[src/rtl/midi_pkg.sv]
// Shared MIDI definitions: baud timing, status-class constants, FSM state
// types and the status-byte-to-message-length decoder.
package midi_pkg;

   localparam int MIDI_BAUD_CLKS = 3200;

   localparam logic [7:0] NOTE_OFF     = 8'h80;
   localparam logic [7:0] NOTE_ON      = 8'h90;
   localparam logic [7:0] POLY_PRESS   = 8'hA0;
   localparam logic [7:0] CTRL_CHANGE  = 8'hB0;
   localparam logic [7:0] PROG_CHANGE  = 8'hC0;
   localparam logic [7:0] CHAN_PRESS   = 8'hD0;
   localparam logic [7:0] PITCH_BEND   = 8'hE0;
   localparam logic [7:0] SYS_MIN      = 8'hF0;
   localparam logic [7:0] SYS_TC_QF    = 8'hF1;
   localparam logic [7:0] SYS_SONG_POS = 8'hF2;
   localparam logic [7:0] SYS_SONG_SEL = 8'hF3;
   localparam logic [7:0] RT_MIN       = 8'hF8;

   typedef enum logic [1:0] {
      SEQ_IDLE,
      SEQ_POP,
      SEQ_SEND_BYTE,
      SEQ_DONE
   } seq_state_t;

   typedef enum logic [1:0] {
      BYTE_IDLE,
      BYTE_START,
      BYTE_DATA,
      BYTE_STOP
   } byte_state_t;

   // Total bytes on the wire for a message, status byte included.
   // SysEx is not supported, so F0/F7 and the other system bytes are singles.
   function automatic logic [1:0] msg_len(input logic [7:0] status);
      logic [1:0] len;
      len = 2'd1;
      if (status < SYS_MIN) begin
         if (status[7:4] == PROG_CHANGE[7:4] || status[7:4] == CHAN_PRESS[7:4])
            len = 2'd2;
         else
            len = 2'd3;
      end else if (status == SYS_SONG_POS) begin
         len = 2'd3;
      end else if (status == SYS_TC_QF || status == SYS_SONG_SEL) begin
         len = 2'd2;
      end
      return len;
   endfunction

endpackage

[src/rtl/uart_tx_byte.sv]
// One 8N1 UART frame per accepted byte. A new byte may be accepted in the
// last cycle of the stop bit so consecutive frames run with no idle gap.
module uart_tx_byte
   import midi_pkg::*;
#(
   parameter int CLKS_PER_BIT = MIDI_BAUD_CLKS
) (
   input  logic       clk,
   input  logic       reset,
   input  logic       start,
   input  logic [7:0] data,
   output logic       tx,
   output logic       done,
   output logic       ready
);

   localparam int BW = (CLKS_PER_BIT > 1) ? $clog2(CLKS_PER_BIT) : 1;
   localparam logic [BW-1:0] BAUD_LAST = BW'(CLKS_PER_BIT - 1);

   byte_state_t   state;
   logic [BW-1:0] baud_cnt;
   logic [3:0]    bit_cnt;
   logic [7:0]    shift_reg;
   logic          baud_last;

   assign baud_last = (baud_cnt == BAUD_LAST);
   assign done      = (state == BYTE_STOP) && baud_last;
   assign ready     = (state == BYTE_IDLE) || done;

   // Frame FSM: start bit, eight data bits LSB first, stop bit, each one baud period long.
   always_ff @(posedge clk or posedge reset) begin
      if (reset) begin
         state     <= BYTE_IDLE;
         baud_cnt  <= '0;
         bit_cnt   <= '0;
         shift_reg <= '0;
         tx        <= 1'b1;
      end else begin
         case (state)
            BYTE_IDLE: begin
               if (start) begin
                  state     <= BYTE_START;
                  baud_cnt  <= '0;
                  shift_reg <= data;
                  tx        <= 1'b0;
               end
            end
            BYTE_START: begin
               if (baud_last) begin
                  baud_cnt <= '0;
                  bit_cnt  <= '0;
                  state    <= BYTE_DATA;
                  tx       <= shift_reg[0];
               end else begin
                  baud_cnt <= baud_cnt + 1'b1;
               end
            end
            BYTE_DATA: begin
               if (baud_last) begin
                  baud_cnt <= '0;
                  if (bit_cnt == 4'd7) begin
                     state <= BYTE_STOP;
                     tx    <= 1'b1;
                  end else begin
                     bit_cnt   <= bit_cnt + 4'd1;
                     shift_reg <= {1'b0, shift_reg[7:1]};
                     tx        <= shift_reg[1];
                  end
               end else begin
                  baud_cnt <= baud_cnt + 1'b1;
               end
            end
            BYTE_STOP: begin
               if (baud_last) begin
                  baud_cnt <= '0;
                  if (start) begin
                     state     <= BYTE_START;
                     shift_reg <= data;
                     tx        <= 1'b0;
                  end else begin
                     state <= BYTE_IDLE;
                     tx    <= 1'b1;
                  end
               end else begin
                  baud_cnt <= baud_cnt + 1'b1;
               end
            end
            default: state <= BYTE_IDLE;
         endcase
      end
   end

endmodule

[src/rtl/midi_tx.sv]
// MIDI OUT transmitter: queues whole messages, applies running status and
// feeds the bytes of each message to the UART frame generator back to back.
module midi_tx
   import midi_pkg::*;
#(
   parameter int CLKS_PER_BIT   = MIDI_BAUD_CLKS,
   parameter int FIFO_DEPTH     = 4,
   parameter int RUNNING_STATUS = 1
) (
   input  logic        CLK100MHZ,
   input  logic        reset,
   input  logic        msg_valid,
   input  logic [23:0] msg_data,
   output logic        msg_ready,
   output logic        midi_out,
   output logic        busy,
   output logic        msg_err,
   output logic [15:0] msg_count
);

   localparam int PW = (FIFO_DEPTH > 1) ? $clog2(FIFO_DEPTH) : 1;
   localparam int CW = $clog2(FIFO_DEPTH + 1);

   logic [23:0]   fifo_mem [FIFO_DEPTH];
   logic [PW-1:0] wr_ptr;
   logic [PW-1:0] rd_ptr;
   logic [CW-1:0] fifo_cnt;
   logic          fifo_empty;
   logic          push;
   logic          pop;

   seq_state_t    seq_state;
   logic [23:0]   cur_msg;
   logic [1:0]    byte_idx;
   logic [1:0]    byte_len;
   logic [7:0]    rs_status;
   logic          rs_valid;
   logic          last_pending;

   logic [23:0]   head;
   logic [7:0]    head_status;
   logic          head_is_chan;
   logic          skip_status;
   logic [7:0]    cur_byte;
   logic          last_byte;
   logic          uart_start;
   logic          uart_done;
   logic          uart_ready;

   assign msg_ready  = (fifo_cnt != CW'(FIFO_DEPTH));
   assign fifo_empty = (fifo_cnt == '0);
   assign push       = msg_valid && msg_ready && msg_data[23];
   assign pop        = (seq_state == SEQ_POP);

   assign head         = fifo_mem[rd_ptr];
   assign head_status  = head[23:16];
   assign head_is_chan = (head_status < SYS_MIN);
   assign skip_status  = (RUNNING_STATUS != 0) && head_is_chan && rs_valid
                         && (rs_status == head_status);

   assign cur_byte   = (byte_idx == 2'd0) ? cur_msg[23:16] :
                       (byte_idx == 2'd1) ? cur_msg[15:8]  : cur_msg[7:0];
   assign last_byte  = (byte_idx == byte_len - 2'd1);
   assign uart_start = (seq_state == SEQ_SEND_BYTE) && uart_ready;

   assign busy = !fifo_empty || (seq_state != SEQ_IDLE) || !uart_ready || last_pending;

   // Message storage; no reset needed since occupancy is tracked separately.
   always_ff @(posedge CLK100MHZ) begin
      if (push)
         fifo_mem[wr_ptr] <= msg_data;
   end

   // FIFO pointers and occupancy; pointers wrap naturally at the power-of-two depth.
   always_ff @(posedge CLK100MHZ or posedge reset) begin
      if (reset) begin
         wr_ptr   <= '0;
         rd_ptr   <= '0;
         fifo_cnt <= '0;
      end else begin
         if (push)
            wr_ptr <= wr_ptr + 1'b1;
         if (pop)
            rd_ptr <= rd_ptr + 1'b1;
         if (push && !pop)
            fifo_cnt <= fifo_cnt + 1'b1;
         else if (pop && !push)
            fifo_cnt <= fifo_cnt - 1'b1;
      end
   end

   // Flag an offered message whose first byte is not a status byte.
   always_ff @(posedge CLK100MHZ or posedge reset) begin
      if (reset)
         msg_err <= 1'b0;
      else
         msg_err <= msg_valid && msg_ready && !msg_data[23];
   end

   // Sequencer: latch the head message, decide which bytes go out, hand them to the UART.
   always_ff @(posedge CLK100MHZ or posedge reset) begin
      if (reset) begin
         seq_state <= SEQ_IDLE;
         cur_msg   <= '0;
         byte_idx  <= '0;
         byte_len  <= 2'd1;
         rs_status <= '0;
         rs_valid  <= 1'b0;
      end else begin
         case (seq_state)
            SEQ_IDLE: begin
               if (!fifo_empty)
                  seq_state <= SEQ_POP;
            end
            SEQ_POP: begin
               cur_msg   <= head;
               byte_len  <= msg_len(head_status);
               byte_idx  <= skip_status ? 2'd1 : 2'd0;
               seq_state <= SEQ_SEND_BYTE;
               if (RUNNING_STATUS != 0) begin
                  if (head_is_chan) begin
                     rs_status <= head_status;
                     rs_valid  <= 1'b1;
                  end else if (head_status < RT_MIN) begin
                     rs_valid <= 1'b0;
                  end
               end
            end
            SEQ_SEND_BYTE: begin
               if (uart_ready) begin
                  if (last_byte)
                     seq_state <= SEQ_DONE;
                  else
                     byte_idx <= byte_idx + 2'd1;
               end
            end
            SEQ_DONE: begin
               seq_state <= fifo_empty ? SEQ_IDLE : SEQ_POP;
            end
            default: seq_state <= SEQ_IDLE;
         endcase
      end
   end

   // A message counts as transmitted once the stop bit of its final byte has finished.
   always_ff @(posedge CLK100MHZ or posedge reset) begin
      if (reset) begin
         last_pending <= 1'b0;
         msg_count    <= '0;
      end else begin
         if (uart_done && last_pending)
            msg_count <= msg_count + 16'd1;
         if (uart_start && last_byte)
            last_pending <= 1'b1;
         else if (uart_done)
            last_pending <= 1'b0;
      end
   end

   uart_tx_byte #(
      .CLKS_PER_BIT(CLKS_PER_BIT)
   ) u_uart_tx_byte (
      .clk   (CLK100MHZ),
      .reset (reset),
      .start (uart_start),
      .data  (cur_byte),
      .tx    (midi_out),
      .done  (uart_done),
      .ready (uart_ready)
   );

endmodule

[config.mk]
export PLATFORM = sky130hd
export DESIGN_NAME = midi_tx
export DESIGN_NICKNAME = d
export VERILOG_FILES = /design/src/rtl/midi_pkg.sv /design/src/rtl/uart_tx_byte.sv /design/src/rtl/midi_tx.sv
export SDC_FILE = /design/constraint.sdc
export NUM_CORES = 1
export LEC_CHECK = 0
export BUFFER_PORTS_ARGS = -buffer_cell sky130_fd_sc_hd__buf_4
export CORE_MARGIN = 2
export CORE_UTILIZATION = 52
export CTS_BUF_LIST = sky130_fd_sc_hd__clkbuf_8
export CTS_CLUSTER_DIAMETER = 60
export CTS_CLUSTER_SIZE = 30
export DETAILED_ROUTE_END_ITERATION = 7
export PLACE_DENSITY = 0.7
export SLEW_MARGIN = 40
export SYNTH_ARGS = -nofsm -noshare
export SYNTH_HDL_FRONTEND = slang
export SYNTH_HIERARCHICAL = 1
export SYNTH_SLANG_ARGS = --single-unit
[constraint.sdc]
create_clock -name CLK100MHZ -period 4 [get_ports CLK100MHZ]
set_clock_uncertainty 0.1 [all_clocks]
set_input_delay 0.4 -clock CLK100MHZ [delete_from_list [all_inputs] [get_ports CLK100MHZ]]
set_output_delay 0.4 -clock CLK100MHZ [all_outputs]
set_load 0.01 [all_outputs]
* Yosys cells after proc, flatten, opt, wreduce, memory -nomap -nowiden
Memory sizes are Yosys's and may differ from the RTL's.
Cells that the tools add are included.
Widths: inputs -> output; s select.
** Storage, ports and cells
- Register bits after elaboration :: 91
- Memory bits (writable) :: 96
- Input bits :: 27
- Output and inout port bits :: 20
- Memories :: 1
** Memory list
- fifo_mem :: depth 4, bits a word 24, rd ports 1, clocked after memory_dff 0, write ports 1, RTL line midi_tx.sv:24 : logic [23:0] fifo_mem [FIFO_DEPTH];
** Operators by class
- Add/sub/neg operators :: 9
- Magnitude comparators :: 2
- Eq/ne operators :: 27
- Muxes and demuxes :: 49
- Reduce and logical (&&, ||, !) cells :: 42
** Operators by type and width (count)
- $mux 8 :: 6
- $mux 2 :: 13
- $eq 8x8->1 const B :: 3
- $mux 12 :: 2
- $pmux 12 s2 :: 1
- $pmux 8 s3 :: 1
- $add 16x1->16 const B :: 1
- $lt 8x8->1 const B :: 2
- $mux 1 :: 16
- $pmux 2 s4 :: 2
- $add 12x1->12 const B :: 1
- $eq 12x12->1 const B :: 1
- $mux 4 :: 3
- $ne 2x2->1 const B :: 6
- $reduce_and 4->1 :: 3
- $reduce_bool 2->1 :: 6
- $logic_and 1x1->1 :: 11
- $eq 2x2->1 const B :: 4
- $eq 4x4->1 const B :: 2
- $eq 8x8->1 :: 1
- $ne 2x1->1 const B :: 4
- $pmux 4 s2 :: 1
- $add 2x1->2 const B :: 3
- $eq 2x1->1 const B :: 3
- 19 further kinds :: 33

* Depth between registers and ports, before layout
- Depth in word-level cells :: 7
- Gate-level depth with buffers :: 11
- Depth with buffers taken out :: 10

* Cells and area by module
Netlist, hierarchy kept.
** Modules (own cells, without submodules)
- midi_tx :: instances 1, cells an instance 408, area each 6668.9 um2
- uart_tx_byte :: instances 1, cells an instance 184, area each 1781.7 um2

* Worst setup path before layout
Ideal clock, no wire load.
- Kind :: reg2reg
- From :: register u_uart_tx_byte.baud_cnt[0]
- To :: register u_uart_tx_byte.shift_reg[0]
- Arrival :: 2.448 ns
- Data required time :: 3.817 ns
- Slack :: 1.369 ns
- Stages on the path, launching flop included :: 12
- Buffers on the path :: 2
- Period minus slack after synthesis :: 2.631 ns
- Path through :: dfrtp_1 > ha_1 > and4_1 > buf_6 > nand4_2 > o21ai_0 > nand2_1 > inv_1 > o21bai_1 > or3_1 > buf_6 > a22oi_2
** On the way
- Longest elaborated chain between the ends :: 7
** Ends and longest elaborated chain
- start, declared :: RTL line uart_tx_byte.sv:21 : logic [BW-1:0] baud_cnt;
- start signal, assigned :: RTL line uart_tx_byte.sv:55 : baud_cnt <= baud_cnt + 1'b1;
- start signal, assigned :: RTL line uart_tx_byte.sv:70 : baud_cnt <= baud_cnt + 1'b1;
- start signal, assigned :: RTL line uart_tx_byte.sv:85 : baud_cnt <= baud_cnt + 1'b1;
- $eq 12x12->1 (*) :: RTL line uart_tx_byte.sv:26 : assign baud_last = (baud_cnt == BAUD_LAST);
- $logic_and 1x1->1 (*) :: RTL line uart_tx_byte.sv:27 : assign done = (state == BYTE_STOP) && baud_last;
- $logic_or 1x1->1 (*) :: RTL line uart_tx_byte.sv:28 : assign ready = (state == BYTE_IDLE) || done;
- net uart_ready :: RTL line midi_tx.sv:48 : logic uart_ready;
- $logic_and 1x1->1 (*) :: RTL line midi_tx.sv:64 : assign uart_start = (seq_state == SEQ_SEND_BYTE) && uart_ready;
- net uart_start :: RTL line midi_tx.sv:46 : logic uart_start;
- $mux 8 (*)
- $mux 8
- $pmux 8 s3 (*)
- end signal, assigned :: RTL line uart_tx_byte.sv:44 : shift_reg <= data;
- end signal, assigned :: RTL line uart_tx_byte.sv:66 : shift_reg <= {1'b0, shift_reg[7:1]};
- end signal, assigned :: RTL line uart_tx_byte.sv:78 : shift_reg <= data;
- end, declared :: RTL line uart_tx_byte.sv:23 : logic [7:0] shift_reg;
Mark *: on every way through the listed nets, which the timed path passes. The rest lies on a longest branch. The select of a mux whose other input is x is not followed.
A chain may end at the register's enable or synchronous reset.

* Worst setup path in the final report
- From :: register u_uart_tx_byte.baud_cnt[1]
- To :: register u_uart_tx_byte.shift_reg[5]
The elaborated chain is that of the path after synthesis.

==> metrics.csv <==
stage,metric,value,unit
setup_path,cp-end-kind,flip-flop,
synthesis,syn-num-nets,641,
timing,worst_slew_pin_slew,0.6675,ns
power_and_ir_drop,powerDensity,569.7,nW/um^2
setup_path,r2r_end,u_uart_tx_byte/shift_reg[5]$_DFFE_PP0P_,
synthesis,syn_inst,592,
die,dieArea,17290,sq um
layout,syn2layout_area_growth,12.05,%
grt,grt_pass1_wl,24870,um
synthesis,synth_seq_area_share,61.09,%
clocking,htree_num_levels,4,
setup_path,crit_type,flip-flop to flip-flop,
clocking,clock_path_buffers,2,
setup_path,r2r_slack,0.65,ns
clocking,clock_latency,0.47,ns
synthesis,ys.flop_type,edfxtp_1,
timing,finalSetupViolCount,0,
drt,drt_iter0_drc,327,
layout,regMostFlops,fifo_mem,
setup_path,arrival,3.62,ns
timing,final.setup.tns,0,ns
layout,drive_gt1_share,25.15,%
layout,fill_cells,1271,
clocking,cts.clk_slew.worst_paths,0.10,ns
layout,fin_cells,880,
grt,antenna_found_initial,0,
die,start_util,53.20,%
setup_path,startpoint,u_uart_tx_byte/baud_cnt[1]$_DFFE_PP0N_,
drt,vias,4847,
die,die_y,131.5,um
min_path,hold_class,primary input to flip-flop,
min_path,min-delay-start,msg_data[5],
clocking,cts_tree,done,
layout,multi_input_area,3060,sq um
placement,hpwl,9679,um
job,cap_violations,0,
min_path,hold_depth,1,
synthesis,synth_edf_count,96,
die,core_region_area,15890,sq um
min_path,hold_end,fifo_mem[0][5]$_DFFE_PP_,
synthesis,ys_types,68,
clocking,ctsResizeCount,0,
grt,track_usage,17.99,%
layout,fin_nets,700,
run_status,outcome,completed,
die,ios,47,
drt,drc,0,
setup_path,required,4.27,ns
layout,largest_reg_flops,96,
grt,overflow,0,
grt,grt_max_degree,34,
placement,placed_area,8985,sq um
clocking,cts_made_buffers,17,
timing,finalHoldViolCount,0,
synthesis,ys_async_sr_fraction,48.66,%
drt,detail_route.wl_per_cell,16.82,um
setup_path,reg2reg_depth,10,
power_and_ir_drop,power_leakage,0.003678,uW
synthesis,synth.top_cell.area_share,34.11,%
drt,ant_nets,0,
grt,grt_pass1_vias,4981,
layout,n_antenna_cell,0,
timing,fin_crit,3.346,ns
die,core.rowCount,46,
drt,wl,14800,um
synthesis,synth_seq_cells,187,
timing,max_freq,298.8,MHz
synthesis,yosysWarnings,6,
clocking,cts_root_buf,clkbuf_8,
placement,io_buffer_count,46,
layout,final_cell_area,9469,sq um
drt,via_per_inst,5.508,
timing,rsz0062_at_grt,false,
clocking,postCtsSetupRepairBufs,0,
timing,maxSlewViolCount,0,
synthesis,synth_area_leaders,"edfxtp_1, dfrtp_1, mux4_2",
setup_path,critPathMaxFanout,10,
layout,regArea,5162,sq um
power_and_ir_drop,ir_drop,0.4104,mV
die,die_w,131.5,um
timing,max_slew_margin,55.16,%
synthesis,yosysTopAreaCell,edfxtp_1,
layout,largestRegisters,"fifo_mem x96, cur_msg x24, msg_count x16",
placement,gp_congestion,0.8054,
timing,fin_crit_sh,83.66,%
synthesis,avgSynthCellArea,14.27,sq um
setup_path,r2r-start,u_uart_tx_byte/baud_cnt[1]$_DFFE_PP0N_,
clocking,cts.sinks,187,
setup_path,startpoint_type,flip-flop,
synthesis,syn_area,8451,sq um
drt,first_pass_iters,4,
placement,dp.cells,838,
==> cell type report <==
cell class	count	share of cell area, %
flip-flops and latches	187	54.52
multi-input cells	358	32.32
repair buffers	64	5.338
well taps	216	2.854
clock buffers	17	2.471
clock inverters	15	1.559
inverters	23	0.9382
==> power breakdown <==
part           switching (uW)  leakage (uW)  internal, uW
Sequential                214       0.00199          2380
Clock                     734      0.000191           464
Combinational             771       0.00150           835
Total                    1720       0.00368          3680
==> cells in the final DEF, fill, tap and decap left out, types with 12 or more instances in the layout <==
master    synthesis  layout
a21oi_1          17      17
buf_4             2      54
clkbuf_8          0      17
dfrtp_1          89      89
edfxtp_1         96      96
ha_1             21      20
inv_1            21      19
mux2_2           28      28
mux2i_1          15      15
mux4_2           21      21
nand2_1          37      37
nand3_1          12      12
nor2_1           29      29
o21ai_0          26      26
xnor2_1          19      19
xor2_1           15      15
==> Yosys cell counts, drive strengths merged, types with 9 or more instances <==
cell	number
a21oi	17
a22oi	9
buf	17
dfrtp	89
edfxtp	96
ha	21
inv	23
mux2	37
mux2i	16
mux4	21
nand2	37
nand3	13
nor2	30
nor2b	10
o21ai	30
xnor2	19
xor2	15
==> kinds of logic (layout without fill, tap and decap cells) <==
group                      after synthesis  count (layout)  share of synthesized area (%)
and+or+nand+nor                        131             131                          8.232
DFF                                    187             187                          61.09
buffers and inverters                   47             119                          2.813
AOI/OAI and AO/OA                       97              97                          8.218
xor gates and xnor gates                34              34                          3.524
adders and majority gates               22              22                          3.346
muxes                                   74              74                          12.78
==> metal layers <==
metal | vias to the layer above | track usage, % | routed length (um)
met2 | 91 | 28.74 | 7198
met4 | 0 | 5.978 | 129
met1 | 2433 | 24.66 | 6961
met3 | 8 | 3.935 | 514
met5 | - | 0 | 0
li1 | 2315 | - | -
==> timing repair <==
item | CTS | global route
hold buffers | 6 | 4
endpoints found under the setup margin | 0 | 0
endpoints found under the hold margin | 73 | 5
==> how the worst max path moves through the flow <==
stage / end / slack (ns) / cells after the start
after floorplan: u_uart_tx_byte/shift_reg[0]$_DFFE_PP0P_ / 1.37 / 11
final: u_uart_tx_byte/shift_reg[5]$_DFFE_PP0P_ / 0.65 / 10
after CTS: u_uart_tx_byte/shift_reg[5]$_DFFE_PP0P_ / 0.64 / 10
after global routing: u_uart_tx_byte/shift_reg[4]$_DFFE_PP0P_ / 0.33 / 10
after detailed placement: u_uart_tx_byte/shift_reg[5]$_DFFE_PP0P_ / 0.71 / 10
after global placement: u_uart_tx_byte/shift_reg[2]$_DFFE_PP0P_ / 0.91 / 9
==> per-stage QoR <==
stage | power (uW) | utilization, % | setup WS, ns | hold slack [ns]
floorplan | 3891 | - | 1.369 | 0.3520
global placement | 4197 | 56.51 | 0.9074 | 0.3644
detailed placement | 4250 | 56.56 | 0.7122 | 0.3702
CTS | 5451 | 59.34 | 0.6385 | 0.0004566
global route | 5724 | 59.61 | 0.3326 | 0.0003605
finish | 5395 | 59.61 | 0.6536 | 0.03045
==> worst max-delay path, cell delays in order (launching register included) <==
cell and delay [ns]:
dfrtp_1 0.41, ha_1 0.25, and4_1 0.41, nand4_2 0.28
o21ai_0 0.35, nand2_1 0.12, inv_1 0.20, o21bai_1 0.26
nor2_1 0.46, a21oi_1 0.17, a22oi_2 0.23
Power figures use the tool's default switching activity.
